==> src/rtl/mem_stage_pkg.sv <==
// Purpose: shared types and constants for the memory-access stage.
//   memop_t : memory operation encoding (3 bits; codes 6 and 7 behave as NONE)
//   state_t : stage FSM states
//   BE_*    : byte-lane enable masks
package mem_stage_pkg;

  localparam int unsigned DATA_W = 32;
  localparam int unsigned BE_W   = 4;
  localparam int unsigned RD_W   = 5;

  typedef enum logic [2:0] {
    MEMOP_NONE = 3'd0,
    MEMOP_LW   = 3'd1,
    MEMOP_SW   = 3'd2,
    MEMOP_LB   = 3'd3,
    MEMOP_LBU  = 3'd4,
    MEMOP_SB   = 3'd5
  } memop_t;

  typedef enum logic {
    ST_IDLE   = 1'b0,
    ST_ACCESS = 1'b1
  } state_t;

  localparam logic [BE_W-1:0] BE_LANE0 = 4'b0001;
  localparam logic [BE_W-1:0] BE_WORD  = 4'b1111;

  // Map the raw opcode onto memop_t; unused encodings fold to NONE.
  function automatic memop_t decode_memop(input logic [2:0] raw);
    memop_t op;
    case (raw)
      3'd1:    op = MEMOP_LW;
      3'd2:    op = MEMOP_SW;
      3'd3:    op = MEMOP_LB;
      3'd4:    op = MEMOP_LBU;
      3'd5:    op = MEMOP_SB;
      default: op = MEMOP_NONE;
    endcase
    return op;
  endfunction

endpackage

==> src/rtl/mem_stage_load_align.sv <==
// Purpose: combinational lane logic for the memory stage (the load_align block).
//   Store side: st_op_i, st_lane_i, wdata_i -> be_o (byte enables), wdata_o (lane data)
//   Load side : ld_op_i, ld_lane_i, rdata_i -> ld_data_o (selected, extended word;
//               zero for non-load ops so stores write back 0)
module mem_stage_load_align
  import mem_stage_pkg::*;
#(
  parameter int unsigned n = DATA_W
) (
  input  memop_t          st_op_i,
  input  logic [1:0]      st_lane_i,
  input  logic [n-1:0]    wdata_i,
  output logic [BE_W-1:0] be_o,
  output logic [n-1:0]    wdata_o,
  input  memop_t          ld_op_i,
  input  logic [1:0]      ld_lane_i,
  input  logic [n-1:0]    rdata_i,
  output logic [n-1:0]    ld_data_o
);

  logic [7:0] ld_byte;

  // Byte stores replicate the byte to every lane and enable only the target lane.
  always_comb begin : store_lanes
    be_o    = BE_WORD;
    wdata_o = wdata_i;
    if (st_op_i == MEMOP_SB) begin
      be_o    = BE_LANE0 << st_lane_i;
      wdata_o = {(n/8){wdata_i[7:0]}};
    end
  end

  // Little-endian lane pick followed by sign or zero extension.
  always_comb begin : load_extract
    ld_byte   = rdata_i[{ld_lane_i, 3'b000} +: 8];
    ld_data_o = '0;
    case (ld_op_i)
      MEMOP_LW:  ld_data_o = rdata_i;
      MEMOP_LB:  ld_data_o = {{(n-8){ld_byte[7]}}, ld_byte};
      MEMOP_LBU: ld_data_o = {{(n-8){1'b0}}, ld_byte};
      default:   ld_data_o = '0;
    endcase
  end

endmodule

==> src/rtl/mem_stage.sv <==
// Purpose: memory-access stage behind the ALU. Passes ALU results through or runs a
//   single load/store over a req/ack memory port, then emits one writeback beat.
//   clk, nreset              : clock, synchronous active-low reset
//   ex_valid/ex_ready        : execute handshake (ready only while idle)
//   aluout, wdata, memop, rd, regwrite : execute-stage payload
//   mem_req/we/addr/wdata/be : memory request, held until mem_ack
//   mem_ack, mem_rdata       : memory completion and read data
//   wb_valid, wb_regwrite, wb_rd, wb_result, misalign : writeback beat
module mem_stage
  import mem_stage_pkg::*;
#(
  parameter int unsigned n = DATA_W
) (
  input  logic            clk,
  input  logic            nreset,
  input  logic            ex_valid,
  output logic            ex_ready,
  input  logic [n-1:0]    aluout,
  input  logic [n-1:0]    wdata,
  input  logic [2:0]      memop,
  input  logic [RD_W-1:0] rd,
  input  logic            regwrite,
  output logic            mem_req,
  output logic            mem_we,
  output logic [n-1:0]    mem_addr,
  output logic [n-1:0]    mem_wdata,
  output logic [BE_W-1:0] mem_be,
  input  logic            mem_ack,
  input  logic [n-1:0]    mem_rdata,
  output logic            wb_valid,
  output logic            wb_regwrite,
  output logic [RD_W-1:0] wb_rd,
  output logic [n-1:0]    wb_result,
  output logic            misalign
);

  state_t          state_q;
  memop_t          op_q;
  logic [1:0]      lane_q;
  logic [RD_W-1:0] rd_q;
  logic            regwrite_q;

  memop_t          op_c;
  logic            accept_c;
  logic            is_store_c;
  logic            is_load_c;
  logic            misaligned_c;
  logic [BE_W-1:0] be_c;
  logic [n-1:0]    wdata_lane_c;
  logic [n-1:0]    ld_data_c;

  assign op_c         = decode_memop(memop);
  assign ex_ready     = (state_q == ST_IDLE);
  assign accept_c     = ex_valid && (state_q == ST_IDLE);
  assign is_store_c   = (op_c == MEMOP_SW) || (op_c == MEMOP_SB);
  assign is_load_c    = (op_c == MEMOP_LW) || (op_c == MEMOP_LB) || (op_c == MEMOP_LBU);
  assign misaligned_c = (op_c == MEMOP_LW) && (aluout[1:0] != 2'b00);

  // Store lanes come from the live request; load extraction uses the captured op/lane.
  mem_stage_load_align #(.n(n)) u_load_align (
    .st_op_i   (op_c),
    .st_lane_i (aluout[1:0]),
    .wdata_i   (wdata),
    .be_o      (be_c),
    .wdata_o   (wdata_lane_c),
    .ld_op_i   (op_q),
    .ld_lane_i (lane_q),
    .rdata_i   (mem_rdata),
    .ld_data_o (ld_data_c)
  );

  // Stage FSM, memory request registers and writeback registers.
  always_ff @(posedge clk) begin
    if (!nreset) begin
      state_q     <= ST_IDLE;
      op_q        <= MEMOP_NONE;
      lane_q      <= 2'b00;
      rd_q        <= '0;
      regwrite_q  <= 1'b0;
      mem_req     <= 1'b0;
      mem_we      <= 1'b0;
      mem_addr    <= '0;
      mem_wdata   <= '0;
      mem_be      <= '0;
      wb_valid    <= 1'b0;
      wb_regwrite <= 1'b0;
      wb_rd       <= '0;
      wb_result   <= '0;
      misalign    <= 1'b0;
    end else begin
      wb_valid <= 1'b0;
      misalign <= 1'b0;
      case (state_q)
        ST_IDLE: begin
          if (accept_c) begin
            if (is_store_c || (is_load_c && !misaligned_c)) begin
              state_q    <= ST_ACCESS;
              mem_req    <= 1'b1;
              mem_we     <= is_store_c;
              mem_addr   <= {aluout[n-1:2], 2'b00};
              mem_be     <= be_c;
              mem_wdata  <= is_store_c ? wdata_lane_c : '0;
              op_q       <= op_c;
              lane_q     <= aluout[1:0];
              rd_q       <= rd;
              regwrite_q <= is_load_c && regwrite && (rd != '0);
            end else begin
              // Pass-through or faulting LW: one-cycle beat without touching memory.
              wb_valid    <= 1'b1;
              wb_rd       <= rd;
              misalign    <= misaligned_c;
              wb_regwrite <= !misaligned_c && regwrite && (rd != '0);
              wb_result   <= misaligned_c ? '0 : aluout;
            end
          end
        end
        ST_ACCESS: begin
          if (mem_ack) begin
            state_q     <= ST_IDLE;
            mem_req     <= 1'b0;
            mem_we      <= 1'b0;
            wb_valid    <= 1'b1;
            wb_rd       <= rd_q;
            wb_regwrite <= regwrite_q;
            wb_result   <= ld_data_c;
          end
        end
        default: state_q <= ST_IDLE;
      endcase
    end
  end

endmodule

==> config.mk <==
export PLATFORM = sky130hd
export DESIGN_NAME = mem_stage
export DESIGN_NICKNAME = d
export VERILOG_FILES = /design/src/rtl/mem_stage_pkg.sv /design/src/rtl/mem_stage_load_align.sv /design/src/rtl/mem_stage.sv
export SDC_FILE = /design/constraint.sdc
export NUM_CORES = 1
export LEC_CHECK = 0
export CELL_PAD_IN_SITES_DETAIL_PLACEMENT = 0
export CELL_PAD_IN_SITES_GLOBAL_PLACEMENT = 2
export CORE_MARGIN = 4
export CORE_UTILIZATION = 25
export CTS_CLUSTER_SIZE = 14
export DETAILED_ROUTE_END_ITERATION = 10
export HOLD_SLACK_MARGIN = 0.02
export PLACE_DENSITY = 0.79
export REMOVE_ABC_BUFFERS = 1
export SYNTH_ARGS = -nofsm -noshare
export SYNTH_HDL_FRONTEND = slang
export SYNTH_HIERARCHICAL = 1
export SYNTH_SLANG_ARGS = --single-unit
==> constraint.sdc <==
create_clock -name clk -period 3.46 [get_ports clk]
set_input_delay 0.692 -clock clk [delete_from_list [all_inputs] [get_ports clk]]
set_output_delay 0.692 -clock clk [all_outputs]
set_load 0.05 [all_outputs]
==> results of run 1 <==
[registers in the layout (all words and copies together) (netlist names)]
name and cells:
state_q 1, regwrite_q 1, wb_result 32, rd_q 5, mem_we 1, misalign 1, mem_wdata 32, lane_q 2
mem_req 1, mem_addr 30, mem_be 4, op_q 3, wb_valid 1, wb_rd 5, wb_regwrite 1
[report_power, final]
group	internal, mW	switching, mW	leakage [nW]
Combinational	0.485	0.795	2.09
Sequential	1.49	0.0720	0.981
Clock	1.09	0.705	0.276
[synthesized netlist by cell type, types with 17 or more instances]
cell / instances / area (um2)
sky130_fd_sc_hd__o21ai_0: 34 / 170
sky130_fd_sc_hd__nand2_1: 87 / 327
sky130_fd_sc_hd__o21ai_1: 19 / 95.1
sky130_fd_sc_hd__a21oi_1: 69 / 345
sky130_fd_sc_hd__a211oi_2: 21 / 263
sky130_fd_sc_hd__nand3_1: 47 / 235
sky130_fd_sc_hd__nor3_1: 40 / 200
sky130_fd_sc_hd__a22oi_1: 36 / 270
sky130_fd_sc_hd__a22o_1: 32 / 280
sky130_fd_sc_hd__dfxtp_1: 120 / 2400
sky130_fd_sc_hd__clkbuf_1: 35 / 131
sky130_fd_sc_hd__a211oi_1: 17 / 128
[layout make-up]
cell class                      instances  area, um2
Sequential cell                       120       2400
Fill cell                            2457      14500
Inverter                               17       65.1
Clock buffer                           19        443
Timing Repair Buffer                  242       2450
Clock inverter                         13        148
Multi-Input combinational cell        480       3100
Tap cell                              319        399
[through the flow]
stage / instances / util [%] / cell area, um2 / setup WS (ns) / TNS (ns)
6_report: 1210 / 38.2 / 9000 / 0.420 / 0
5_1_grt: 1210 / 38.2 / 9000 / 0.280 / 0
4_1_cts: 1210 / 38.2 / 9000 / 0.425 / 0
3_5_place_dp: 1178 / 35.7 / 8410 / -0.0105 / -0.0261
3_3_place_gp: 1178 / 35.7 / 8410 / 0.0255 / 0
2_1_floorplan: 617 / - / 5520 / -0.919 / -58.08
[cells by family after synthesis]
| group | Yosys count | synth area share (%) |
|---|---|---|
| AND/OR/NAND/NOR | 207 | 16.4 |
| multiplexers | 15 | 4.08 |
| other | 1 | 0.0624 |
| AO/OA/AOI/OAI | 253 | 29.6 |
| flip-flops | 120 | 40.0 |
| adder cells (fa/ha/maj) | 3 | 0.604 |
| buffers and inverters | 97 | 9.23 |
[routing by layer]
| metal | global-route usage [%] | wire, um | vias up |
|---|---|---|---|
| met3 | 6.30 | 2150 | 18 |
| met5 | 0 | 0 | - |
| met2 | 25.1 | 9980 | 238 |
| met4 | 3.89 | 273 | 0 |
| met1 | 22.7 | 10400 | 2812 |
| li1 | - | - | 2893 |
[worst paths after layout]
kind / startpoint / end / slack (ns) / cells past startpoint
hold reg to reg: mem_we / mem_we / 0.47 / 1
setup / recovery: memop[1] / wb_result[26] / 0.42 / 9
setup reg to reg: lane_q[1] / wb_result[23] / 1.10 / 6
hold / removal: mem_we / mem_we / 0.47 / 1
==> results.rst, run 1 <==
.. list-table::
   :header-rows: 1

   * - Metric
     - Value
   * - Residual DRC count
     - 0
   * - Maximum number of pins on one net before global-route repair
     - 83
   * - WL final
     - 22.8 mm
   * - Total power
     - 4.63 mW
   * - Power density cells
     - 515 nW/um2
   * - Transition time at the pin with the least slew margin
     - 0.825 ns
   * - Post-Syn Area
     - 6010 um2
   * - Number of top-level pins
     - 220
   * - Final Cycle Share
     - 87.9%
   * - Worst-skew pair later-pin latency
     - 0.42 ns
   * - Initial antenna violation count
     - 0
   * - Number of global-route vias before repair
     - 5796
   * - Commonest cells after routing, fill and taps aside
     - 217 x sky130_fd_sc_hd__clkdlybuf4s50_1, 119 x sky130_fd_sc_hd__dfxtp_1, 86 x sky130_fd_sc_hd__nand2_1
   * - Share of synthesized registers carrying an async set or reset
     - 0%
   * - Final setup violation count
     - 0
   * - Max-slew violations
     - 0
   * - Highest attainable clock frequency
     - 329 MHz
   * - Buffers and inverters on the worst path
     - 3
   * - Routed wire length per instance
     - 18.8 um
   * - Placer's final routability congestion estimate
     - 0.757
   * - Share of final-layout standard cells stronger than drive strength 1
     - 11.8%
   * - Crit-path max FO
     - 33
   * - Slowest stage delay, CP
     - 0.56 ns
   * - Final critical path time including I/O delays and setup
     - 3.04 ns
   * - Clock-pin transition on the worst setup and hold timing paths
     - 0.06 ns
   * - Synthesis Warnings
     - 6
   * - Via Count
     - 5961
   * - CTS tree
     - built
   * - Run status
     - finished clean
   * - Class of the tightest hold or removal check
     - flip-flop to flip-flop
   * - Total of buffers placed on input and output ports
     - 217
   * - Average instance area after synthesis
     - 8.63 um2
   * - Wire length of the first global-routing pass
     - 34.7 mm
   * - Starting density of the core
     - 25.5%
   * - Area Growth Syn to Fin
     - 49.9%
   * - First-pass iteration count of the detailed router
     - 5
   * - Post-route worst hold slack
     - 0.475 ns
   * - Number of enable flip-flop cells after synthesis
     - 0
   * - Post-CTS Repair Setup Buffers
     - 0
   * - Post-Synthesis Cells
     - 696
   * - Final worst clock skew
     - 0.0142 ns
   * - Data required time at the worst endpoint
     - 3.74 ns
   * - PostCTS Resize Cnt
     - 0
   * - Max-cap violations
     - 0
   * - Worst vdd rail ir drop
     - 0.285 mV
   * - Site row count
     - 56
   * - Initial drt markers
     - 451
   * - Maximum level of the CTS H-tree
     - 4
   * - Synthesis-stage register bit count
     - 120
   * - Global-route usage over all layers
     - 16.7%
   * - Arrival time at the worst endpoint
     - 3.32 ns
   * - Maximum root-to-sink buffer count
     - 2
   * - Class of the most critical setup path
     - input port to flip-flop
   * - Count of different cell masters after synthesis
     - 55
   * - Die height
     - 163 um
   * - Final Hold Fails
     - 0
   * - Sequential element share of the synthesized area
     - 40.0%
   * - Most common cell after layout, fill and taps aside
     - sky130_fd_sc_hd__clkdlybuf4s50_1
   * - Cell Chain, Critical Path
     - clkdlybuf4s50_1 -> inv_1 -> ha_1 -> maj3_2 -> or4_4 -> a211o_2 -> o21ai_4 -> buf_12 -> a211oi_1
   * - Hold buffer count at CTS
     - 0
   * - Standard cell core area
     - 23500 um2
   * - Full die area
     - 26600 um2
   * - Cell with the largest stage delay on the worst path
     - sky130_fd_sc_hd__or4_4
   * - Unrepaired setup endpoints after global routing
     - false
   * - Endpoint class of the critical path
     - flip-flop
   * - Type of origin of the critical path
     - input port
   * - Layout Nets
     - 989
   * - LEAKAGE
     - 3.35 nW
   * - HPWL reported at the end of detailed placement
     - 15.4 mm
   * - Number of diodes added for antenna fixing
     - 0
   * - Die extent in x
     - 163 um
   * - Cell class contributing the biggest share of worst-path delay
     - buffers and inverters
   * - Most used DFF post-synth
     - sky130_fd_sc_hd__dfxtp_1
   * - TritonCTS buffer count
     - 17
   * - Root cell of the clock tree
     - sky130_fd_sc_hd__clkbuf_16
   * - Total number of clock tree sinks
     - 120
   * - Total global routing overflow
     - 0
   * - Antenna Violating Nets Remaining
     - 0
   * - Worst-case headroom to the max-slew limit
     - 44.9%
   * - Avg Vias per Cell
     - 4.93
Power figures use the tool's default switching activity.
==> inputs of run 2 (changes only) <==
--- a/config.mk
+++ b/config.mk
@@ -7,7 +7,7 @@
 export LEC_CHECK = 0
 export CELL_PAD_IN_SITES_DETAIL_PLACEMENT = 0
 export CELL_PAD_IN_SITES_GLOBAL_PLACEMENT = 2
-export CORE_MARGIN = 4
+export CORE_MARGIN = 2
 export CORE_UTILIZATION = 25
 export CTS_CLUSTER_SIZE = 14
 export DETAILED_ROUTE_END_ITERATION = 10
==> run 2 against run 1 <==
  * Clock power is 5% higher
  * Global-route usage is 0.84 points higher
  * Combinational power hardly changed
  * Routed wire length is 1.3% lower
  * Non-clock buffer count is 4 higher
  * Maximum frequency is 2.7% lower
  * Final area is 0.43% higher
  * Largest power group unchanged
  * Worst hold slack worse by 0.0012 ns
  * Sequential share of layout area is 0.11 points lower
  * Sequential power hardly changed
  * Die area is 4.8% lower
==> results.rst, run 2 (synthesized netlist as in run 1, its figures left out) <==
.. list-table::
   :header-rows: 1

   * - Metric
     - Value
   * - Full die area
     - 25300 um2
   * - Final Cycle Share
     - 90.3%
   * - Layout Nets
     - 993
   * - CTS tree
     - built
   * - Transition time at the pin with the least slew margin
     - 1.11 ns
   * - Wire length of the first global-routing pass
     - 35.0 mm
   * - Maximum level of the CTS H-tree
     - 4
   * - Arrival time at the worst endpoint
     - 3.45 ns
   * - Via Count
     - 5927
   * - Routed wire length per instance
     - 18.5 um
   * - Worst-case headroom to the max-slew limit
     - 26.3%
   * - Worst-skew pair later-pin latency
     - 0.41 ns
   * - Area Growth Syn to Fin
     - 50.5%
   * - Final critical path time including I/O delays and setup
     - 3.13 ns
   * - Endpoint class of the critical path
     - flip-flop
   * - Total negative setup slack
     - 0 ns
   * - HPWL reported at the end of detailed placement
     - 15.1 mm
   * - Largest regs
     - mem_wdata (32), wb_result (32), mem_addr (30)
   * - Global-route usage over all layers
     - 17.5%
   * - WL final
     - 22.5 mm
   * - Run status
     - finished clean
   * - Die extent in x
     - 159 um
   * - Standard cell core area
     - 23500 um2
   * - Final-layout fill cell count
     - 2473
   * - Worst vdd rail ir drop
     - 0.271 mV
   * - Unrepaired setup endpoints after global routing
     - false
   * - Antenna Violating Nets Remaining
     - 0
   * - Final worst clock skew
     - 0.00813 ns
   * - Crit path top cell by count
     - sky130_fd_sc_hd__buf_4
   * - Site row count
     - 56
   * - Placer's final routability congestion estimate
     - 0.748
   * - Avg Vias per Cell
     - 4.88
   * - Cell class contributing the biggest share of worst-path delay
     - buffers and inverters
   * - Total global routing overflow
     - 0
   * - Post-route worst hold slack
     - 0.473 ns
   * - Type of origin of the critical path
     - input port
   * - Maximum root-to-sink buffer count
     - 2
   * - Area of combinational cells with multiple inputs
     - 3090 um2
   * - Slowest stage delay, CP
     - 0.55 ns
   * - Residual DRC count
     - 0
   * - Most common cell after layout, fill and taps aside
     - sky130_fd_sc_hd__clkdlybuf4s50_1
   * - Commonest cells after routing, fill and taps aside
     - 217 x sky130_fd_sc_hd__clkdlybuf4s50_1, 119 x sky130_fd_sc_hd__dfxtp_1, 86 x sky130_fd_sc_hd__nand2_1
   * - Class of the most critical setup path
     - input port to flip-flop
   * - Starting density of the core
     - 25.5%
   * - Power density cells
     - 523 nW/um2
   * - Total number of clock tree sinks
     - 120
   * - Share of final-layout standard cells stronger than drive strength 1
     - 11.8%
   * - Number of top-level pins
     - 220
   * - Root cell of the clock tree
     - sky130_fd_sc_hd__clkbuf_16
   * - Maximum number of pins on one net before global-route repair
     - 83
   * - Die height
     - 159 um
   * - Crit-path max FO
     - 23
   * - Class of the tightest hold or removal check
     - flip-flop to flip-flop
   * - Clock-pin transition on the worst setup and hold timing paths
     - 0.06 ns
   * - Cell with the largest stage delay on the worst path
     - sky130_fd_sc_hd__or4_4
   * - Final cell count without fillers
     - 1214
   * - PostCTS Resize Cnt
     - 0
   * - Final Hold Fails
     - 0
   * - Cell Chain, Critical Path
     - clkdlybuf4s50_1 -> inv_1 -> ha_1 -> maj3_2 -> or4_4 -> buf_4 -> a211oi_4 -> buf_4 -> o21ai_0 -> a21oi_1
   * - Hold buffer count at CTS
     - 0
   * - Initial antenna violation count
     - 1
   * - Cell total after placement
     - 1182
   * - Final setup violation count
     - 0
   * - Number of global-route vias before repair
     - 5951
   * - First-pass iteration count of the detailed router
     - 5
   * - Buffers and inverters on the worst path
     - 4
   * - Initial drt markers
     - 335
   * - Total of buffers placed on input and output ports
     - 217
   * - LEAKAGE
     - 3.38 nW
   * - TritonCTS buffer count
     - 17
   * - Data required time at the worst endpoint
     - 3.79 ns
   * - Max-slew violations
     - 0
   * - Max-cap violations
     - 0
   * - Number of diodes added for antenna fixing
     - 0
   * - Post-CTS Repair Setup Buffers
     - 0
   * - Sequential cell area
     - 2400 um2
   * - Highest attainable clock frequency
     - 320 MHz
[run 2: worst paths after layout]
check	startpoint	end	slack, ns	cells past startpoint
worst max-delay path	memop[1]	lane_q[1]	0.33	10
worst max register to register	op_q[1]	wb_result[1]	1.15	6
worst min-delay path	regwrite_q	regwrite_q	0.47	2
worst min register to register	regwrite_q	regwrite_q	0.47	2
[run 2: final cells by class]
type | count | share of cell area (%)
timing repair buffer | 246 | 27.3
multi-input combinational | 480 | 34.2
clock buffer | 20 | 4.83
tap | 319 | 4.42
sequential | 120 | 26.6
clock inverter | 12 | 1.95
inverter | 17 | 0.720
[run 2: per-stage QoR]
stage / cell area [um2] / utilization (%) / worst slack (ns) / power (mW)
floorplan: 5520 / - / -0.919 / 2.31
global placement: 8430 / 35.8 / -0.0428 / 2.88
detailed placement: 8430 / 35.8 / -0.0816 / 2.88
CTS: 9040 / 38.4 / 0.337 / 4.79
global route: 9040 / 38.4 / 0.189 / 4.94
finish: 9040 / 38.4 / 0.334 / 4.72
[run 2: layer usage]
| metal | wire length (um) | up-vias | part of all wire [%] | GRT usage (%) |
|---|---|---|---|---|
| met5 | 12 | - | 0.053 | 0 |
| met4 | 240 | 2 | 1.1 | 4.09 |
| met3 | 1730 | 19 | 7.7 | 5.81 |
| met2 | 10200 | 204 | 45 | 27.7 |
| met1 | 10300 | 2794 | 46 | 23.2 |
| li1 | - | 2908 | - | - |
[run 2: worst register-to-register path, delay by kind of cell, from the launching register on]
kind	cells	cell delay, ns
flip-flops	1	0.65
AO/OA/AOI/OAI	4	0.70
buffers and inverters	1	0.37
AND/OR/NAND/NOR	1	0.51
[run 2: power by group]
part	internal [mW]	total (mW)	switching, mW
registers	1.49	1.55	0.0655
clock network	1.20	1.88	0.673
logic	0.493	1.29	0.799
==> inputs of run 3 (changes only) <==
--- a/config.mk
+++ b/config.mk
@@ -5,14 +5,15 @@
 export SDC_FILE = /design/constraint.sdc
 export NUM_CORES = 1
 export LEC_CHECK = 0
+export ABC_AREA = 1
 export CELL_PAD_IN_SITES_DETAIL_PLACEMENT = 0
 export CELL_PAD_IN_SITES_GLOBAL_PLACEMENT = 2
 export CORE_MARGIN = 2
-export CORE_UTILIZATION = 25
+export CORE_UTILIZATION = 24
 export CTS_CLUSTER_SIZE = 14
 export DETAILED_ROUTE_END_ITERATION = 10
 export HOLD_SLACK_MARGIN = 0.02
-export PLACE_DENSITY = 0.79
+export PLACE_DENSITY = 0.81
 export REMOVE_ABC_BUFFERS = 1
 export SYNTH_ARGS = -nofsm -noshare
 export SYNTH_HDL_FRONTEND = slang
==> run 3 against run 2 <==
  * Area after synthesis up 10%
  * Maximum frequency up 15%
  * Routed wire length up 12%
  * Non-clock buffer count down 7
  * Combinational power up 13%
  * Count of clock-buffer cells in the layout up 2
  * Synthesized cell count up 47%
  * Cell count up 27%
  * First-iteration DRC count up 20%
  * Critical path type unchanged
  * Flip-flop and latch count unchanged
  * Final area up 5.3%
==> results.rst, run 3 <==
.. list-table::
   :header-rows: 1

   * - Metric
     - Value
   * - Run status
     - finished clean
   * - Origin of the critical flop-to-flop path
     - lane_q[0]
   * - Synthesis-stage register bit count
     - 120
   * - Final critical path time including I/O delays and setup
     - 2.71 ns
   * - PostCTS Resize Cnt
     - 0
   * - Clock-pin transition on the worst setup and hold timing paths
     - 0.05 ns
   * - Power density cells
     - 514 nW/um2
   * - Worst-case headroom to the max-slew limit
     - 40.3%
   * - Wire length of the first global-routing pass
     - 39.1 mm
   * - Maximum root-to-sink buffer count
     - 2
   * - Sequential element share of the synthesized area
     - 36.3%
   * - Cell Chain, Critical Path
     - clkdlybuf4s50_1 -> inv_1 -> ha_1 -> nor2_1 -> nand2_1 -> nand2_4 -> nand2_4 -> nand2_2 -> nand2_4 -> nand2_4 -> nand2_4 -> buf_12 -> nand2_1 -> a21oi_1
   * - Largest regs
     - mem_wdata (32), wb_result (32), mem_addr (30)
   * - Residual DRC count
     - 0
   * - Site row count
     - 60
   * - Class of the most critical setup path
     - input port to flip-flop
   * - Hold buffer count at CTS
     - 0
   * - Internal power of the cells
     - 3.20 mW
   * - Ranking of synthesized cells by area
     - sky130_fd_sc_hd__dfxtp_1 36%, sky130_fd_sc_hd__nand2_1 19%, sky130_fd_sc_hd__nand3_1 10%
   * - Max-slew violations
     - 0
   * - Most used DFF post-synth
     - sky130_fd_sc_hd__dfxtp_1
   * - Total of buffers placed on input and output ports
     - 217
   * - Area Growth Syn to Fin
     - 43.8%
   * - Final Cycle Share
     - 78.3%
   * - Post-CTS Repair Setup Buffers
     - 0
   * - Cell with the largest stage delay on the worst path
     - sky130_fd_sc_hd__clkdlybuf4s50_1
   * - Unrepaired setup endpoints after global routing
     - false
   * - Setup slack of the worst register-to-register path
     - 1.28 ns
   * - Placed Area
     - 8910 um2
   * - Share of synthesized registers carrying an async set or reset
     - 0%
   * - Antenna Violating Nets Remaining
     - 0
   * - Power dissipated by switching net loads
     - 1.69 mW
   * - Total negative setup slack
     - 0 ns
   * - Average instance area after synthesis
     - 6.48 um2
   * - Via Count
     - 6965
   * - Transition time at the pin with the least slew margin
     - 0.894 ns
   * - CTS tree
     - built
   * - Maximum number of pins on one net before global-route repair
     - 79
   * - Finished Cell Area
     - 9520 um2
   * - Die extent in x
     - 170 um
   * - Class of the tightest hold or removal check
     - flip-flop to flip-flop
   * - Number of top-level pins
     - 220
   * - Initial antenna violation count
     - 2
   * - Synthesis Warnings
     - 6
   * - Most common cell after layout, fill and taps aside
     - sky130_fd_sc_hd__nand2_1
   * - First-pass iteration count of the detailed router
     - 5
   * - WL final
     - 25.3 mm
   * - Share of final-layout standard cells stronger than drive strength 1
     - 7.15%
   * - Die height
     - 170 um
   * - Total global routing overflow
     - 0
   * - Worst vdd rail ir drop
     - 0.260 mV
   * - Beginning of the worst hold path
     - mem_wdata[21]
   * - Total number of clock tree sinks
     - 120
   * - Fraction of power spent switching nets
     - 34.6%
   * - Maximum level of the CTS H-tree
     - 4
   * - Post-Syn Area
     - 6620 um2
   * - Standard cell core area
     - 27000 um2
   * - Routed wire length per instance
     - 16.4 um
   * - Combinational fraction of design power
     - 29.8%
   * - HPWL reported at the end of detailed placement
     - 17.0 mm
   * - Portion of total power attributed to the clock network
     - 37.9%
   * - Max-cap violations
     - 0
   * - Crit path top cell by count
     - sky130_fd_sc_hd__nand2_4
   * - Initial drt markers
     - 402
   * - Full die area
     - 28900 um2
   * - Type of origin of the critical path
     - input port
   * - Post-Synthesis Cells
     - 1021
   * - Global-route usage over all layers
     - 17.5%
   * - Final setup violation count
     - 0
   * - Commonest cells after routing, fill and taps aside
     - 329 x sky130_fd_sc_hd__nand2_1, 215 x sky130_fd_sc_hd__clkdlybuf4s50_1, 134 x sky130_fd_sc_hd__nand3_1
   * - TritonCTS buffer count
     - 17
   * - Data required time at the worst endpoint
     - 3.73 ns
   * - Crit-path max FO
     - 30
   * - Root cell of the clock tree
     - sky130_fd_sc_hd__clkbuf_16
   * - Avg Vias per Cell
     - 4.51
   * - Layout Nets
     - 1301
   * - Highest attainable clock frequency
     - 369 MHz
   * - CP startpoint
     - memop[1]
   * - Arrival time at the worst endpoint
     - 2.98 ns
   * - Final Hold Fails
     - 0
   * - Count of different cell masters after synthesis
     - 32
   * - Starting density of the core
     - 24.5%
   * - Power share of the sequential group
     - 32.3%
   * - Most common library cells after synthesis
     - 330 x sky130_fd_sc_hd__nand2_1, 134 x sky130_fd_sc_hd__nand3_1, 120 x sky130_fd_sc_hd__a21oi_1, 120 x sky130_fd_sc_hd__dfxtp_1, 78 x sky130_fd_sc_hd__inv_1
   * - Number of global-route vias before repair
     - 6602
   * - Cell class contributing the biggest share of worst-path delay
     - simple AND/OR/NAND/NOR gates
   * - Buffers and inverters on the worst path
     - 3
   * - Library cell with the largest summed area after synthesis
     - sky130_fd_sc_hd__dfxtp_1
   * - Fraction of post-synthesis cell area in the top cell type by area
     - 36.3%
   * - Endpoint class of the critical path
     - flip-flop
   * - Layout Utilization
     - 35.2%
   * - Most used standard cell by instance count after synthesis
     - sky130_fd_sc_hd__nand2_1
   * - Placer's final routability congestion estimate
     - 0.767
   * - Number of enable flip-flop cells after synthesis
     - 0
   * - LEAKAGE
     - 4.11 nW
   * - Slowest stage delay, CP
     - 0.48 ns
   * - Final worst clock skew
     - 0.00843 ns
   * - Worst-skew pair later-pin latency
     - 0.41 ns
[run 3: power by group through the flow]
stage                     registers [mW]  clock network [mW]  logic [mW]
after detailed placement            1.61                   0        1.46
after floorplan                     1.99                   0       0.485
final                               1.58                1.85        1.46
after global routing                1.60                1.96        1.58
after global placement              1.61                   0        1.46
after CTS                           1.58                1.90        1.47
[run 3: layer usage]
metal	GRT usage (%)	vias up	part of all wire (%)
li1	-	3630	-
met1	23.4	3164	47
met2	28.4	151	47
met3	3.30	20	4.1
met4	5.35	0	1.8
met5	0	-	0
[run 3: cells by family after synthesis]
family	after synthesis	synth area share (%)
AOI/OAI and AO/OA	156	11.8
adders and majority gates	2	0.378
buffers and inverters	173	12.9
DFF	120	36.3
other	1	0.0566
and+or+nand+nor	569	38.5
[run 3: worst reg2reg max path: cells and delay by family (launching register included)]
| kind | cells | cell delay [ns] |
|---|---|---|
| flip-flops | 1 | 0.90 |
| AND/OR/NAND/NOR | 7 | 0.89 |
| AO/OA/AOI/OAI | 1 | 0.14 |
| buffers and inverters | 1 | 0.13 |
[run 3: through the flow]
step                std cells  setup slack, ns  hold slack, ns  total power, mW
global route             1544            0.574           0.475             5.14
global placement         1512            0.366           0.447             3.08
floorplan                 932            0.323           0.441             2.48
CTS                      1543            0.756           0.460             4.96
finish                   1546            0.751           0.458             4.89
detailed placement       1512            0.325           0.451             3.08
[run 3: layout make-up]
type                       instances  area [um2]
inverter                          83         322
sequential                       120        2400
clock inverter                     9         123
antenna                            3        7.51
clock buffer                      22         474
fill                            2911       17500
timing repair buffer             239        2380
multi-input combinational        729        3380
tap                              341         427
[run 3: path summary, 6_finish.rpt]
| path | end | cells after the start |
|---|---|---|
| worst max-delay path | mem_addr[23] | 14 |
| worst min-delay path | mem_wdata[21] | 2 |
| worst max register to register | wb_result[30] | 9 |
| worst min register to register | mem_wdata[21] | 2 |
